==> src/rtl/uart_tx_sched.sv <==
// Round-robin scheduler that feeds bytes from NUM_REQ requesters into one uart_trans input bus.
// Define UART_TX_SCHED_PRIO_EN to make requester 0 win every arbitration it takes part in.
module uart_tx_sched #(
  parameter int DATA_SIZE  = 8,
  parameter int NUM_REQ    = 4,
  parameter int MAX_BURST  = 16,
  parameter int GAP_CYCLES = 4,
  parameter int TIMEOUT    = 255
) (
  input  logic                           clk_i,
  input  logic                           reset_i,
  input  logic [NUM_REQ-1:0]             req_valid_i,
  input  logic [NUM_REQ*DATA_SIZE-1:0]   req_data_i,
  input  logic [NUM_REQ-1:0]             req_last_i,
  output logic [NUM_REQ-1:0]             req_ready_o,
  output logic                           trans_o,
  output logic [DATA_SIZE-1:0]           bus_data_in_o,
  input  logic                           wait_request_i,
  output logic [$clog2(NUM_REQ)-1:0]     grant_id_o,
  output logic                           grant_active_o,
  output logic                           timeout_err_o
);

  localparam int ID_W     = $clog2(NUM_REQ);
  localparam int BW       = $clog2(MAX_BURST + 1);
  localparam int SW       = $clog2(TIMEOUT + 1);
  localparam int GW       = $clog2(GAP_CYCLES + 2);
  localparam int GAP_LAST = (GAP_CYCLES > 0) ? GAP_CYCLES - 1 : 0;

  typedef enum logic [2:0] {S_IDLE, S_ARB, S_LOAD, S_ISSUE, S_GAP} state_t;

  state_t               state_q, state_d;
  logic [ID_W-1:0]      rr_ptr_q, rr_ptr_d;
  logic [ID_W-1:0]      grant_q, grant_d;
  logic [BW-1:0]        burst_q, burst_d;
  logic [SW-1:0]        stall_q, stall_d;
  logic [GW-1:0]        gap_q, gap_d;
  logic [DATA_SIZE-1:0] hold_q, hold_d;
  logic                 last_q, last_d;
  logic                 trans_q, trans_d;
  logic [DATA_SIZE-1:0] bus_q, bus_d;
  logic [NUM_REQ-1:0]   ready_q, ready_d;
  logic                 active_q, active_d;
  logic                 tout_q, tout_d;

  logic [DATA_SIZE-1:0] req_byte [NUM_REQ];
  logic                 arb_found;
  logic [ID_W-1:0]      arb_idx;
  logic [ID_W-1:0]      arb_cand;
  logic [ID_W-1:0]      rr_next;
  logic [ID_W-1:0]      rr_upd;

  genvar gi;
  generate
    for (gi = 0; gi < NUM_REQ; gi++) begin : g_req
      assign req_byte[gi] = req_data_i[gi*DATA_SIZE +: DATA_SIZE];
      assign ready_d[gi]  = (state_d == S_LOAD) && (grant_d == ID_W'(gi));
    end
  endgenerate

  assign rr_next = (grant_q == ID_W'(NUM_REQ - 1)) ? '0 : grant_q + ID_W'(1);
`ifdef UART_TX_SCHED_PRIO_EN
  // A frame owned by the priority requester leaves the rotation where it was.
  assign rr_upd = (grant_q == '0) ? rr_ptr_q : rr_next;
`else
  assign rr_upd = rr_next;
`endif

  always_comb begin
    arb_found = 1'b0;
    arb_idx   = '0;
    arb_cand  = '0;
`ifdef UART_TX_SCHED_PRIO_EN
    if (req_valid_i[0]) arb_found = 1'b1;
`endif
    for (int k = 0; k < NUM_REQ; k++) begin
      arb_cand = ID_W'((int'(rr_ptr_q) + k) % NUM_REQ);
      if (!arb_found && req_valid_i[arb_cand]) begin
        arb_found = 1'b1;
        arb_idx   = arb_cand;
      end
    end
  end

  always_comb begin
    state_d  = state_q;
    rr_ptr_d = rr_ptr_q;
    grant_d  = grant_q;
    burst_d  = burst_q;
    stall_d  = stall_q;
    gap_d    = gap_q;
    hold_d   = hold_q;
    last_d   = last_q;
    tout_d   = 1'b0;
    unique case (state_q)
      S_IDLE: begin
        if (|req_valid_i) state_d = S_ARB;
      end
      S_ARB: begin
        if (arb_found) begin
          grant_d = arb_idx;
          burst_d = '0;
          stall_d = '0;
          state_d = S_LOAD;
        end else begin
          state_d = S_IDLE;
        end
      end
      S_LOAD: begin
        if (req_valid_i[grant_q]) begin
          hold_d  = req_byte[grant_q];
          last_d  = req_last_i[grant_q];
          state_d = S_ISSUE;
        end else begin
          stall_d = stall_q + SW'(1);
          if (stall_q + SW'(1) == SW'(TIMEOUT)) begin
            tout_d  = 1'b1;
            gap_d   = '0;
            state_d = S_GAP;
          end
        end
      end
      S_ISSUE: begin
        // Byte stays on the bus for as long as the transmitter pushes back.
        if (!wait_request_i) begin
          burst_d = burst_q + BW'(1);
          if (last_q || burst_q == BW'(MAX_BURST - 1)) begin
            gap_d   = '0;
            state_d = S_GAP;
          end else begin
            stall_d = '0;
            state_d = S_LOAD;
          end
        end
      end
      S_GAP: begin
        if (gap_q == GW'(GAP_LAST)) begin
          rr_ptr_d = rr_upd;
          state_d  = S_IDLE;
        end else begin
          gap_d = gap_q + GW'(1);
        end
      end
      default: state_d = S_IDLE;
    endcase
  end

  assign trans_d  = (state_d == S_ISSUE);
  assign bus_d    = trans_d ? hold_d : '0;
  assign active_d = (state_d == S_LOAD) || (state_d == S_ISSUE);

  always_ff @(posedge clk_i or posedge reset_i) begin
    if (reset_i) begin
      state_q  <= S_IDLE;
      rr_ptr_q <= '0;
      grant_q  <= '0;
      burst_q  <= '0;
      stall_q  <= '0;
      gap_q    <= '0;
      hold_q   <= '0;
      last_q   <= 1'b0;
      trans_q  <= 1'b0;
      bus_q    <= '0;
      ready_q  <= '0;
      active_q <= 1'b0;
      tout_q   <= 1'b0;
    end else begin
      state_q  <= state_d;
      rr_ptr_q <= rr_ptr_d;
      grant_q  <= grant_d;
      burst_q  <= burst_d;
      stall_q  <= stall_d;
      gap_q    <= gap_d;
      hold_q   <= hold_d;
      last_q   <= last_d;
      trans_q  <= trans_d;
      bus_q    <= bus_d;
      ready_q  <= ready_d;
      active_q <= active_d;
      tout_q   <= tout_d;
    end
  end

  assign req_ready_o    = ready_q;
  assign trans_o        = trans_q;
  assign bus_data_in_o  = bus_q;
  assign grant_id_o     = grant_q;
  assign grant_active_o = active_q;
  assign timeout_err_o  = tout_q;

endmodule

==> config.mk <==
export PLATFORM = sky130hd
export DESIGN_NAME = uart_tx_sched
export DESIGN_NICKNAME = d
export VERILOG_FILES = /design/src/rtl/uart_tx_sched.sv
export SDC_FILE = /design/constraint.sdc
export NUM_CORES = 1
export LEC_CHECK = 0
export CAP_MARGIN = 20
export CORE_MARGIN = 5
export CORE_UTILIZATION = 35
export DETAILED_ROUTE_END_ITERATION = 10
export GPL_ROUTABILITY_DRIVEN = 1
export GPL_TIMING_DRIVEN = 0
export SYNTH_ARGS = -nofsm -noshare
export SYNTH_HDL_FRONTEND = slang
export SYNTH_SLANG_ARGS = --single-unit
==> constraint.sdc <==
create_clock -name clk_i -period 2.9 [get_ports clk_i]
set_clock_uncertainty 0.2 [all_clocks]
set_input_delay 0.87 -clock clk_i [delete_from_list [all_inputs] [get_ports clk_i]]
set_output_delay 0.87 -clock clk_i [all_outputs]
set_load 0.02 [all_outputs]
Word-level counts from Yosys, hierarchy flattened
Index checks and enable logic that the tools add are counted.
W data, S select, Z words.
- register bits: 47
- input bits: 43
- output and inout port bits: 17
- logic and storage cells: 124
- equal/unequal tests: 20
- $lt $le $gt $ge: 6
- bitwise logic cells: 1
- multiplexer cells: 54
- reductions and logical operators: 23
- $add $sub $neg: 7
- operators by type and width (operator ; count):
    $mux W8 ; 9
    $mux W3 ; 11
    $pmux W8 S3 ; 1
    $bmux W8 S2 ; 1
    $mux W2 ; 8
    $eq A3 B2 Y1 const B ; 5
    $lt A2 B3 Y1 const B ; 5
    $pmux W3 S5 ; 1
    $ne A2 B2 Y1 const B ; 7
    $mux W1 ; 13
    $bmux W1 S2 ; 6
    $mux W5 ; 2
    $pmux W5 S2 ; 1
    $pmux W3 S3 ; 1
    $add A8 B1 Y8 const B ; 1
    $eq A8 B8 Y1 const B ; 1
    $logic_and A1 B1 Y1 ; 7
    $eq A2 B2 Y1 const B ; 3
    $reduce_and A6 Y1 ; 1
    $reduce_bool A3 Y1 ; 2
    $add A5 B1 Y5 const B ; 1
    $eq A5 B4 Y1 const B ; 1
    $reduce_and A5 Y1 ; 1
    $add A2 B1 Y2 const B ; 2
    15 further kinds ; 20

Depth between registers and ports, before layout
- depth after elaboration: 16
- mapped depth: 8
- depth with buffers taken out: 8

Least setup slack after synthesis
Ideal clock, no wire load.
- path kind: in2reg
- from: input req_valid_i[0]
- to: register stall_q[3]
- data required time: 2576 ps
- path buffers: 0
- setup slack: 348 ps
- arrival: 2228 ps
- setup time: 124 ps
- stages: 5
- path through: or4_4 o22ai_2 o31ai_2 or2_1 a211o_1
- longest elaborated chain between the ends: 14
- elaborated cells on any way between the ends: 23
- classes of those cells: eq/ne (2); mux (14); reduce/logical (7)
- ends and longest elaborated chain (element ; RTL line ; RTL):
    from (decl) ; 12 ; input logic [NUM_REQ-1:0] req_valid_i,
    $bmux W1 S2 ; 78 ; if (!arb_found && req_valid_i[arb_cand]) begin
    $mux W1 (implied by the code) ; 78 ;
    $mux W1 ; 78 ;
    $logic_not A1 Y1 ; 78 ;
    $logic_and A1 B1 Y1 ; 78 ;
    $mux W1 ; 78 ;
    $logic_not A1 Y1 ; 78 ;
    $logic_and A1 B1 Y1 ; 78 ;
    $mux W1 ; 78 ;
    $logic_not A1 Y1 ; 78 ;
    $logic_and A1 B1 Y1 ; 78 ;
    $mux W1 ; 78 ;
    $ne A2 B2 Y1 (no line) ; - ;
    $reduce_and A5 Y1 (no line) * ; - ;
    to (signal assigned) ; 172 ; stall_q <= stall_d;
    to (decl) ; 36 ; logic [SW-1:0] stall_q, stall_d;
Mark *: on every way between the ends. The rest lies on a longest branch, timed or not. The select of a mux whose other input is x is not followed.
A chain may end at the register's enable or synchronous reset.

Worst setup path in the final report
- from: input req_valid_i[3]
- to: register bus_q[2], in the netlist bus_data_in_o[2]
- elaborated cells on any way between the ends: 29
- classes of those cells: eq/ne (1); mux (21); reduce/logical (7)
- RTL lines (element ; RTL line ; RTL):
    $bmux W1 S2 ; 110 ; if (req_valid_i[grant_q]) begin
    $mux W1 (implied by the code) ; 110 ;
    $mux W8 ; 110 ;
    $mux W8 ; 95 ; unique case (state_q)
    net hold_d[2] ; 38 ; logic [DATA_SIZE-1:0] hold_q, hold_d;
    $mux W8 ; 149 ; assign bus_d = trans_d ? hold_d : '0;
    net bus_d[2] ; 41 ; logic [DATA_SIZE-1:0] bus_q, bus_d;
    to (signal assigned) ; 177 ; bus_q <= bus_d;
    to (decl) ; 41 ;
The timed path passes the listed nets, and every way through them passes these cells. The select of a mux whose other input is x is not followed.

==> results.toml <==
[run_status]
outcome = "complete, no violations"

[grt]
grt_first_pass_wirelength_um = 9528
number_of_global_route_vias_before_repair = 1893
grt.total_usage = 0.1370
grt_antenna_before_repair = 0
grt_remaining_overflow = 0
grt_max_degree = 34

[final_layout]
regArea_mm2 = 0.001176
final_layout_size_suffix_gt1_frac = 0.1359
fin_cells = 383
antenna_cells_inserted = 0
area_growth_pct = 34.88
fill_cells = 646
finalNetCount = 336
multi_input_area_mm2 = 0.001262

[floorplan]
initial_core_util = 0.3619
die_width_um = 94.28
die-area_mm2 = 0.008889
ioPinCount = 60
core_mm2 = 0.006869
floorplan.die.height_um = 94.28
core.rowCount = 30

[hold_path]
hold_path_depth = 1
min_from = "hold_q[0]$_DFF_PP0_"
hold_path_class = "flip-flop to flip-flop"
hold_end = "hold_q[0]$_DFF_PP0_"

[setup_path]
crit_path_end_kind = "flip-flop"
launch_point_of_the_worst_reg_to_reg_path = "burst_q[0]$_DFFE_PP0P_"
required_ns = 2.88
worst_setup_path_start_kind = "input port"
crit-reg2reg-capture = "stall_q[3]$_DFFE_PP0P_"
timing.critical_path.arrival_ns = 2.77
crit_family = "multiplexers"
worstRegToRegCells = 8
cp_slowest_cell = "sky130_fd_sc_hd__clkdlybuf4s50_1"
crit_path_max_incr_delay_ns = 0.49
ff2ff_setup_slack_ns = 0.36
critical_path_fanouts_max = 9
timing_worst_setup_path_type = "input port to flip-flop"
worst-path-buf-inv = 2
worstPathCellList = "clkdlybuf4s50_1 -> mux2_2 -> mux2i_4 -> or2_1 -> buf_4 -> mux2_1 -> nor2b_1"

[drt]
drt_pre_antenna_iters = 4
detailedRoute.firstIterationViolations = 70
drt-vias-per-instance = 5.039
ant_nets = 0
wl_per_cell_um = 15.21
route.vias.total = 1930
drt_wl_total_um = 5825
drc = 0

[job]
maxCapViolCount = 0

[synthesis]
synth_top_area_cell = "sky130_fd_sc_hd__dfrtp_1"
netlist_area_mm2 = 0.002486
async_reset_ff_frac = 1.000
postSynth.topFlopCell = "sky130_fd_sc_hd__dfrtp_1"
largest_cells_by_area_after_synthesis = "sky130_fd_sc_hd__dfrtp_1 47%, sky130_fd_sc_hd__mux4_2 8.2%, sky130_fd_sc_hd__mux2_1 3.6%"
post-synth-top-area-fraction = 0.4731
synth.yosys.warnings = 0
synth_edf_count = 0
ys_seq_area_frac = 0.4731
postSynthNetCount = 269
yosysMostFrequentCell = "sky130_fd_sc_hd__dfrtp_1"
synth.distinct_cells = 57
avgSynthCellArea_um2 = 11.35
synth.top_cells.by_count = "47 x sky130_fd_sc_hd__dfrtp_1, 14 x sky130_fd_sc_hd__nand3_1, 12 x sky130_fd_sc_hd__nor2_1"
synth.ff_latch_count = 47
postSynthCellCount = 219

[clocking]
clk_path_buf_depth = 2
cts-buffers-inserted = 5
clock_insertion_delay_worst_skew_ns = 0.31
cts.root.buffer_cell = "sky130_fd_sc_hd__clkbuf_8"
ctsHtreeMaxLevel = 2
cts_hold_repair.buffers = 0
clk_sink_count = 47
worst_setup_hold_path_clk_slew_ns = 0.09
tritoncts = "yes"

[power]
power.leakage_nw = 1.367
cellPowerDensity_mw_per_mm2 = 839.6
ir_worst_vdd_mv = 0.2314

[sta]
setup_tns_final_ns = 0
fmax_mhz = 358.1
setup_repair_after_global_routing_missed_its_margin = "false"
final_max_slew_viol_count = 0
final.min_clock_period_ns = 2.792
max-slew-margin-rel = 0.6155
setup_viol = 0
final.period_utilization = 0.9629
finalHoldViolations = 0
worstMarginPinSlew_ns = 0.5729

[placed_design]
dpl.cell_count = 375
detailed_place_hpwl_um = 4527
routabilityCongestion = 0.7389
io_buffers = 59
worst max path at each step:
stage              startpoint                    endpoint  cells past startpoint
4_1_cts        req_valid_i[3]  bus_data_in_o[2]$_DFF_PP0_                      7
6_report       req_valid_i[3]  bus_data_in_o[2]$_DFF_PP0_                      7
3_3_place_gp   req_valid_i[1]  bus_data_in_o[2]$_DFF_PP0_                      7
5_1_grt        req_valid_i[3]  bus_data_in_o[7]$_DFF_PP0_                      7
3_5_place_dp   req_valid_i[2]  bus_data_in_o[2]$_DFF_PP0_                      7
2_1_floorplan  req_valid_i[0]      stall_q[3]$_DFFE_PP0P_                      5
area by class of cell:
class,count,area share
buffer,7,0.01045
clock buffer,5,0.02052
clock inverter,3,0.01381
inverter,10,0.01119
multi-input combinational,155,0.3765
sequential,47,0.3507
tap,96,0.03582
timing repair buffer,60,0.1810
flip-flops by register name, summed over array words and instances (netlist names):
name and flops:
bus_data_in_o 8, hold_q 8, stall_q 8, burst_q 5, req_ready_o 4, gap_q 3
state_q 3, grant_id_o 2, rr_ptr_q 2, grant_active_o 1, last_q 1, timeout_err_o 1
trans_o 1
stage by stage:
step           cell area, um^2  hold WS (ns)  power, mW  utilization  setup WS, ns
2_1_floorplan             2486        0.2461      1.861            -        0.3483
3_3_place_gp              3197        0.2641      2.286       0.4654       -0.4888
3_5_place_dp              3217        0.2708      2.316       0.4683       -0.4693
4_1_cts                   3349        0.2916      2.848       0.4876        0.1021
5_1_grt                   3353        0.3068      3.025       0.4882       0.02325
6_report                  3353        0.2858      2.815       0.4882        0.1077
power breakdown:
| part | switching, mW | total, mW | leakage, nW | internal, mW |
|---|---|---|---|---|
| Sequential | 0.134 | 0.994 | 0.620 | 0.860 |
| Combinational | 0.698 | 1.33 | 0.692 | 0.628 |
| Clock | 0.235 | 0.495 | 0.0548 | 0.260 |
worst register-to-register path, delay by kind of cell (launching register included):
kind / cells / cell delay, ns
adder cells (fa/ha/maj): 2 / 0.40
AND/OR/NAND/NOR: 2 / 0.50
flip-flops: 1 / 0.42
AO/OA/AOI/OAI: 4 / 0.90
placed cells by master, fill, tap and decap left out, types with 3 or more instances in the layout:
master	synthesis	layout
sky130_fd_sc_hd__a31oi_1	3	3
sky130_fd_sc_hd__nor2b_1	8	8
sky130_fd_sc_hd__mux4_2	9	9
sky130_fd_sc_hd__dlygate4sd2_1	0	3
sky130_fd_sc_hd__ha_1	7	7
sky130_fd_sc_hd__mux2_2	4	4
sky130_fd_sc_hd__nor3_1	6	6
sky130_fd_sc_hd__nor2_1	12	12
sky130_fd_sc_hd__o31ai_1	5	5
sky130_fd_sc_hd__dfrtp_1	47	47
sky130_fd_sc_hd__clkbuf_1	3	3
sky130_fd_sc_hd__mux2_1	8	8
sky130_fd_sc_hd__nand2b_1	6	6
sky130_fd_sc_hd__a22o_1	3	3
sky130_fd_sc_hd__nand2_1	9	9
sky130_fd_sc_hd__a21oi_1	5	4
sky130_fd_sc_hd__or2_1	3	3
sky130_fd_sc_hd__nand3_1	14	14
sky130_fd_sc_hd__clkbuf_8	0	5
sky130_fd_sc_hd__nor3b_1	4	4
sky130_fd_sc_hd__o21ai_0	9	8
sky130_fd_sc_hd__clkdlybuf4s50_1	0	56
sky130_fd_sc_hd__inv_1	10	9
routing by layer:
layer,track usage,vias up,wire (um)
met4,0.05054,0,85
met5,0,-,0
li1,-,940,-
met2,0.2240,55,2626
met3,0.03926,5,483
met1,0.1713,930,2631
logic make-up (layout without fill, tap and decap cells):
family | after synthesis | in the layout | synth area share
buffers and inverters | 17 | 85 | 0.02919
muxes | 24 | 24 | 0.1480
AOI/OAI and AO/OA | 46 | 46 | 0.1379
adders and majority gates | 7 | 7 | 0.03523
DFF | 47 | 47 | 0.4731
and+or+nand+nor | 75 | 75 | 0.1661
xor gates and xnor gates | 3 | 3 | 0.01057
timing repair:
| action | 4_1_cts | 5_1_grt |
|---|---|---|
| setup buffers | 0 | 0 |
| endpoints found under the hold margin | 0 | 0 |
| resized for setup | 7 | 1 |
| setup endpoints to repair | 21 | 1 |
| cloned | 0 | 0 |
Power figures use the tool's default switching activity.
